<file path="config.mk">
export PLATFORM = sky130hd
export DESIGN_NAME = elevator_call_scheduler
export DESIGN_NICKNAME = d
export VERILOG_FILES = /design/src/rtl/elevator_call_scheduler.sv
export SDC_FILE = /design/constraint.sdc
export NUM_CORES = 1
export LEC_CHECK = 0
export ABC_AREA = 1
export CORE_MARGIN = 5
export CORE_UTILIZATION = 54
export DETAILED_ROUTE_END_ITERATION = 10
export MAX_ROUTING_LAYER = met4
export PLACE_DENSITY = 0.95
export SLEW_MARGIN = 20
export SYNTH_ARGS = -nofsm -noshare
export SYNTH_HDL_FRONTEND = slang
export SYNTH_SLANG_ARGS = --single-unit
</file>
<file path="constraint.sdc">
create_clock -name clk -period 2.5 [get_ports clk]
set_clock_uncertainty 0.2 [all_clocks]
set_input_delay 0.5 -clock clk [delete_from_list [all_inputs] [get_ports clk]]
set_output_delay 0.5 -clock clk [all_outputs]
set_load 0.05 [all_outputs]
</file>
<file path="src/rtl/elevator_call_scheduler.sv">
// ----------------------------------------------------------------------------
// elevator_call_scheduler
//
// Per-car collective (SCAN) call scheduler sitting in front of the elevator
// FSM. Floor calls are latched into a pending bitmap. The car is steered up or
// down toward the nearest pending floor in its sweep direction. It is held
// with the door open for a dwell period at each served floor.
//
// Ports:
//   clk           clock
//   rst           asynchronous, active-low reset
//   call_req      one bit per floor; a high bit registers a call
//   door_hold     while high during a dwell, the dwell counter reloads
//   cur_floor     car position, fed back from the elevator floor output
//   target_floor  floor the car is driven toward
//   door_open     high throughout a dwell
//   dir_up        current/last sweep direction, 1 = up
//   pending       registered outstanding calls
//   served        one-cycle pulse on dwell entry
//   served_floor  floor served, valid with served, otherwise holds
//   busy          scheduler not idle
// ----------------------------------------------------------------------------
module elevator_call_scheduler #(
    parameter int NUM_FLOORS   = 8,
    parameter int FLOOR_W      = 3,
    parameter int DWELL_CYCLES = 4
) (
    input  logic                  clk,
    input  logic                  rst,
    input  logic [NUM_FLOORS-1:0] call_req,
    input  logic                  door_hold,
    input  logic [FLOOR_W-1:0]    cur_floor,
    output logic [FLOOR_W-1:0]    target_floor,
    output logic                  door_open,
    output logic                  dir_up,
    output logic [NUM_FLOORS-1:0] pending,
    output logic                  served,
    output logic [FLOOR_W-1:0]    served_floor,
    output logic                  busy
);

    localparam int               CNT_W        = (DWELL_CYCLES > 1) ? $clog2(DWELL_CYCLES) : 1;
    localparam logic [CNT_W-1:0] DWELL_RELOAD = CNT_W'(DWELL_CYCLES - 1);

    typedef enum logic [1:0] {
        IDLE,
        MOVE_UP,
        MOVE_DOWN,
        DWELL
    } state_t;

    state_t                state;
    logic [CNT_W-1:0]      dwell_cnt;

    logic                  above;
    logic                  below;
    logic                  here;
    logic [FLOOR_W-1:0]    next_above;
    logic [FLOOR_W-1:0]    next_below;
    logic [NUM_FLOORS-1:0] clr;
    logic                  prefer_up;
    logic                  go_up;
    logic                  go_down;
    logic                  depart;

    // Nearest pending floor on each side of the car.
    always_comb begin
        // NOTE: every output of this block gets a default first so no latch is inferred.
        above      = 1'b0;
        below      = 1'b0;
        next_above = cur_floor;
        next_below = cur_floor;
        // High-to-low scan: the last hit is the lowest floor above the car.
        for (int i = NUM_FLOORS - 1; i >= 0; i--) begin
            if (pending[i] && (i > int'(cur_floor))) begin
                above      = 1'b1;
                next_above = FLOOR_W'(i);
            end
        end
        // Low-to-high scan: the last hit is the highest floor below the car.
        for (int i = 0; i < NUM_FLOORS; i++) begin
            if (pending[i] && (i < int'(cur_floor))) begin
                below      = 1'b1;
                next_below = FLOOR_W'(i);
            end
        end
    end

    assign here = pending[cur_floor];

    // The floor being dwelled on (or just reached) swallows its own calls.
    assign clr = ((state == DWELL) || here) ? (NUM_FLOORS'(1) << cur_floor) : '0;

    // Direction preference: idle favours up, a moving car keeps its sweep,
    // a car leaving a dwell resumes the sweep it arrived with.
    always_comb begin
        prefer_up = 1'b1;
        case (state)
            MOVE_DOWN: prefer_up = 1'b0;
            DWELL:     prefer_up = dir_up;
            default:   prefer_up = 1'b1;
        endcase
    end

    assign go_up   = prefer_up ? above : (above && !below);
    assign go_down = prefer_up ? (below && !above) : below;

    // Routing decision is taken on dwell expiry, or in any non-dwell cycle
    // where the car is not standing on a pending floor.
    assign depart = (state == DWELL) ? (!door_hold && (dwell_cnt == '0)) : !here;

    always_ff @(posedge clk or negedge rst) begin
        if (!rst) begin
            state        <= IDLE;
            pending      <= '0;
            target_floor <= '0;
            door_open    <= 1'b0;
            dir_up       <= 1'b1;
            served       <= 1'b0;
            served_floor <= '0;
            dwell_cnt    <= '0;
            busy         <= 1'b0;
        end else begin
            // NOTE: registered state uses non-blocking assignments so every read sees the pre-edge value.
            pending <= (pending | call_req) & ~clr;
            served  <= 1'b0;

            if ((state != DWELL) && here) begin
                state        <= DWELL;
                busy         <= 1'b1;
                door_open    <= 1'b1;
                served       <= 1'b1;
                served_floor <= cur_floor;
                target_floor <= cur_floor;
                dwell_cnt    <= DWELL_RELOAD;
            end else if (depart) begin
                door_open <= 1'b0;
                if (go_up) begin
                    state        <= MOVE_UP;
                    busy         <= 1'b1;
                    dir_up       <= 1'b1;
                    target_floor <= next_above;
                end else if (go_down) begin
                    state        <= MOVE_DOWN;
                    busy         <= 1'b1;
                    dir_up       <= 1'b0;
                    target_floor <= next_below;
                end else begin
                    state        <= IDLE;
                    busy         <= 1'b0;
                    target_floor <= cur_floor;
                end
            end else if (state == DWELL) begin
                if (door_hold) begin
                    dwell_cnt <= DWELL_RELOAD;
                end else begin
                    dwell_cnt <= dwell_cnt - CNT_W'(1);
                end
            end
        end
    end

endmodule
</file>
# [Word level (Yosys, flattened, before mapping)]
# Cells that the tools add are included.
[classes] addsub=1 order_cmp=15 eq_ne=4 n_shift=1 mux=56 n_bitwise=4 n_reduce_logical=29
[ops] cell="3-bit two-way mux" count=18
[ops] cell="1-bit two-way mux" count=27
[ops] cell="1-bit logical AND" count=18
[ops] cell="2-bit two-way mux" count=8
[ops] cell="3-bit > comparator (first input constant)" count=4
[ops] cell="3-bit < comparator (first input constant)" count=3
[ops] cell="8-bit bitwise AND" count=1
[ops] cell="8-bit two-way mux" count=1
[ops] cell="8-bit NOT" count=1
[ops] cell="8-bit bitwise OR" count=1
[ops] cell="1-bit by 3-bit << shifter with 8-bit output (first input constant)" count=1
[ops] cell="2-bit by 3-bit > comparator with 1-bit output (first input constant)" count=2
[ops] cell="1-bit by 3-bit < comparator with 1-bit output (first input constant)" count=2
[ops] cell="2-bit by 3-bit < comparator with 1-bit output (first input constant)" count=2
[ops] cell="2-bit nonzero test" count=3
[ops] cell="2-bit equality test (second input constant)" count=2
[ops] cell="1-bit zero test" count=4
[ops] cell="3-bit by 4-bit < comparator with 1-bit output (second input constant)" count=1
[ops] cell="1-bit binary-select mux with 3-bit select" count=1
[ops] cell="1-bit by 3-bit > comparator with 1-bit output (first input constant)" count=1
[ops] cell="3-bit AND reduction" count=1
[ops] cell="2-bit zero test" count=1
[ops] cell="2-bit by 1-bit inequality test with 1-bit output (second input constant)" count=1
[ops] cell="2-bit inequality test (second input constant)" count=1
[ops] cell="5 further kinds" count=5
[totals] regBits=22 inputBits=14 out_inout_bits=18 elab_cells=119

# [Depth between registers and ports, before layout]
[depth] ltp_word=16 ltp_mapped=13 depth_no_buf=12

# [Least setup slack after synthesis]
# OpenSTA, ideal clock, no wires.
[synth_timing] path_type="flip-flop to flip-flop" from="register pending[5]" to="register target_floor[1]" setup_ns=0.065 t_arrival_ns=1.493 required_ns=2.235 setup_slack_ns=0.741 stages_incl_launch_ff=11 n_path_buf=0 synth_period_minus_slack_ns=1.759 cell_sequence="dfrtp_1 -> nand2_1 -> o21ai_1 -> nand2_1 -> nand3_2 -> nand3_4 -> nand2_2 -> inv_2 -> o21ai_2 -> nand3_1 -> nand2_1"
[synth_between] elab_chain_cells=13 word_cells_on_any_way=32 cone_classes="23 x mux; 9 x reduce/logical"
[synth_lines] item="start: declaration" line_no="36" text="output logic [NUM_FLOORS-1:0] pending,"
[synth_lines] item="start signal: assignment" line_no="125" text="pending <= (pending | call_req) & ~clr;"
[synth_lines] item="1-bit logical AND" line_no="75" text="if (pending[i] && (i > int'(cur_floor))) begin"
[synth_lines] item="1-bit two-way mux (5 in series)" line_no="75"
[synth_lines] item="1-bit zero test" line_no="106" text="assign go_down = prefer_up ? (below && !above) : below;"
[synth_lines] item="1-bit logical AND" line_no="106"
[synth_lines] item="1-bit two-way mux" line_no="106"
[synth_lines] item="3-bit two-way mux" line_no="143" text="end else if (go_down) begin"
[synth_lines] item="3-bit two-way mux" line_no="138" text="if (go_up) begin"
[synth_lines] item="3-bit two-way mux" line_no="136" text="end else if (depart) begin"
[synth_lines] item="3-bit two-way mux" line_no="128" text="if ((state != DWELL) && here) begin"
[synth_lines] item="end signal: assignment" line_no="134" text="target_floor <= cur_floor;"
[synth_lines] item="end signal: assignment" line_no="142" text="target_floor <= next_above;"
[synth_lines] item="end signal: assignment" line_no="147" text="target_floor <= next_below;"
[synth_lines] item="end: declaration" line_no="33" text="output logic [FLOOR_W-1:0] target_floor,"
# Several ways; a longest one is shown, not always the timed one. The select of a mux whose other input is x is not followed.
# A chain may end at the register's enable or synchronous reset.

# [Worst setup path after layout]
[layout_timing] from="register pending[5]" to="output pending[5]"
# No word-level cell between the ends.

==> metrics <==
Num CTS Buffers=3; Starting Density=0.574; diode count=0; post-CTS setup buffer count=0; Synth area leaders=dfrtp_1, nand2_1, nand2_2; Detail Route Antenna Nets=0; GR Overflow Total=0; worst-skew pair later-pin latency=around 320 ps; met2 wire length=between 1500 and 2000 µm; EDFF count, synth=0; Vias/cell=approximately 5.3; Die Height=a little over 60 µm; Post-Syn Instances=between 150 and 200; Syn-to-layout area delta=28.4%; CP Cell Sequence=clkdlybuf4s50_1; Mapped Nets=207; fraction of registers with async set/reset=1.00; post-route insts no fill=261; final WL=approximately 3400 µm; Buf+Inv Stages, Crit Path=1; CTS tree=built; layout cells sized above 1=0.225; vias=1384; Tot Pwr=1770 µW; P_sw=858 µW; port bufs=31; main combinational cell family by area after synthesis=simple AND/OR/NAND/NOR gates; slowest stage delay, CP=860 ps; worst min path class=flop to flop; post_cts resized=0; DRC marker count from the first detailed-route iteration=87; static leakage=0.000929 µW; Setup violations, final=0; Clock H-tree levels=1; DP Worst Slack=between 50 and 60 ps; Hold-fix buffers, CTS=0; Syn. warnings=0; outcome=finished clean; power per cell area=around 960 nW/µm²; M1 WL=1410 µm; CTS clk-pin slew, worst paths=around 130 ps; Mapped Area=about 1400 µm²; final count of hold timing violations=0; initial antenna violation count=0; Setup crit end kind=output pin; Ports=32; Worst Tran Pin Value=between 500 and 600 ps; number of global-route vias before repair=1391; MaxCap Viol Count=0; RSZ-0062 raised after global routing=no; post-synthesis adder-cell area fraction=0.00873; Die Span X=roughly 60 µm; CP max FO=5; final setup margin=roughly 110 ps; CP arrival=1690 ps; placed wire-length estimate=between 2000 and 3000 µm; Post-Synth XOR/XNOR Area=0; R2R depth=9; Setup crit start kind=flop; Root Buffer=clkbuf_4; Slew Viols, Final=0; Yosys cell types=31; met3 routed WL=about 280 µm; Crit path depth=1; Synth top cells by count=nand2_1, dfrtp_1, nor2_1; DR WL/cell=roughly 13 µm; Longest Clk Path Bufs=2; Final #Nets=247; crit path max-delay cell type=clkdlybuf4s50_1; largest net degree at the start of global routing=14; logic gate share of total power=0.583; post-route DRC violation count=0; Internal Power=between 900 and 1000 µW; Top Metal Used=met4; post-synthesis mux area share=0; post-synth top area share=0.366; setup tns final=0 ps; GRT Total Usage=0.216; Req. time, crit path=around 1800 ps; Main synth FF type=dfrtp_1; CP top delay family=buffers and inverters; Clk network pwr share=0.114; period utilisation layout=0.955; first-pass GRT wire length=~6000 µm; hold path depth=2; syn avg cell area=around 7.5 µm²; FMAX=roughly 0.42 GHz; switching fraction of total power=0.486; post-synthesis sequential area ratio=0.385; Clock Sinks=22; TritonRoute pass-1 iters=5; largest area contributor in the netlist=dfrtp_1; min Tclk post-route=roughly 2400 ps; Setup CP Type=flop to output pin; WHS=roughly 290 ps; part of the power in registers=0.303; Rows=18; #FFs+latches synth=22; core region area=2500 µm²; Peak VDD IR=around 0.00085 V; post-synthesis simple-gate area fraction=0.417; Die ar.=between 3000 and 4000 µm²; max_slew headroom=0.633; Synth Area in Compound Gates=0.108; top-count cell post-synth=nand2_1; Inst Count DP=around 260; GPL Wtd Cong=0.896
[cells in the final DEF (no fill, tap or decap), drive strengths merged, types with 2 or more instances in the layout]
cell type / count
nand2: 80
clkdlybuf4s50: 31
dfrtp: 21
nor2: 21
inv: 21
nand3: 14
o21ai: 11
buf: 7
a21oi: 6
a31oi: 4
clkbuf: 4
or2: 2
[layer usage]
metal,global-route usage,vias up
li1,-,686
met1,0.261,618
met2,0.375,71
met3,0.0294,9
met4,0.0576,0
met5,-,-
[state kept, by name, summed over array words and instances, names as in the netlist]
name and cells:
busy 1, served 1, dwell_cnt 2, state 2, pending 8, served_floor 3
target_floor 3, door_open 1, dir_up 1
[cell type report]
type | count | area (µm²)
clock buffer | 4 | 36.3
inverter | 22 | 86.3
multi-input combinational | 145 | 766
tap | 30 | 37.5
fill | 184 | 659
timing repair buffer | 38 | 363
sequential | 22 | 552
[kinds of logic (layout without fill, tap and decap cells)]
group / Yosys count / count (layout)
adder cells (fa/ha/maj): 1 / 1
buffers and inverters: 25 / 64
AND/OR/NAND/NOR: 119 / 119
AO/OA/AOI/OAI: 25 / 25
flip-flops: 22 / 22
[power groups by stage]
stage	sequential, µW	combinational [µW]	clock, µW
final	535	1030	202
after global routing	552	1120	213
after CTS	537	1040	201
after detailed placement	545	1030	0
after global placement	539	1010	0
after floorplan	839	409	0
[stage by stage]
stage	cell area [µm²]	utilization
floorplan	1430	-
global placement	1800	0.722
finish	1840	0.736
detailed placement	1800	0.722
CTS	1840	0.736
global route	1840	0.736
[final timing paths]
check / startpoint / endpoint / slack [ps]
hold reg to reg: door_open$_DFFE_PN0P_ / door_open$_DFFE_PN0P_ / 290
min in group asynchronous: rst / door_open$_DFFE_PN0P_ / 320
hold / removal: door_open$_DFFE_PN0P_ / door_open$_DFFE_PN0P_ / 290
setup / recovery: pending[5]$_DFF_PN0_ / pending[5] / 110
max in group asynchronous: rst / pending[4]$_DFF_PN0_ / 1230
setup reg to reg: dwell_cnt[0]$_DFFE_PN0P_ / target_floor[1]$_DFFE_PN0P_ / 810
No activity file was read; power rests on OpenSTA's default activity.
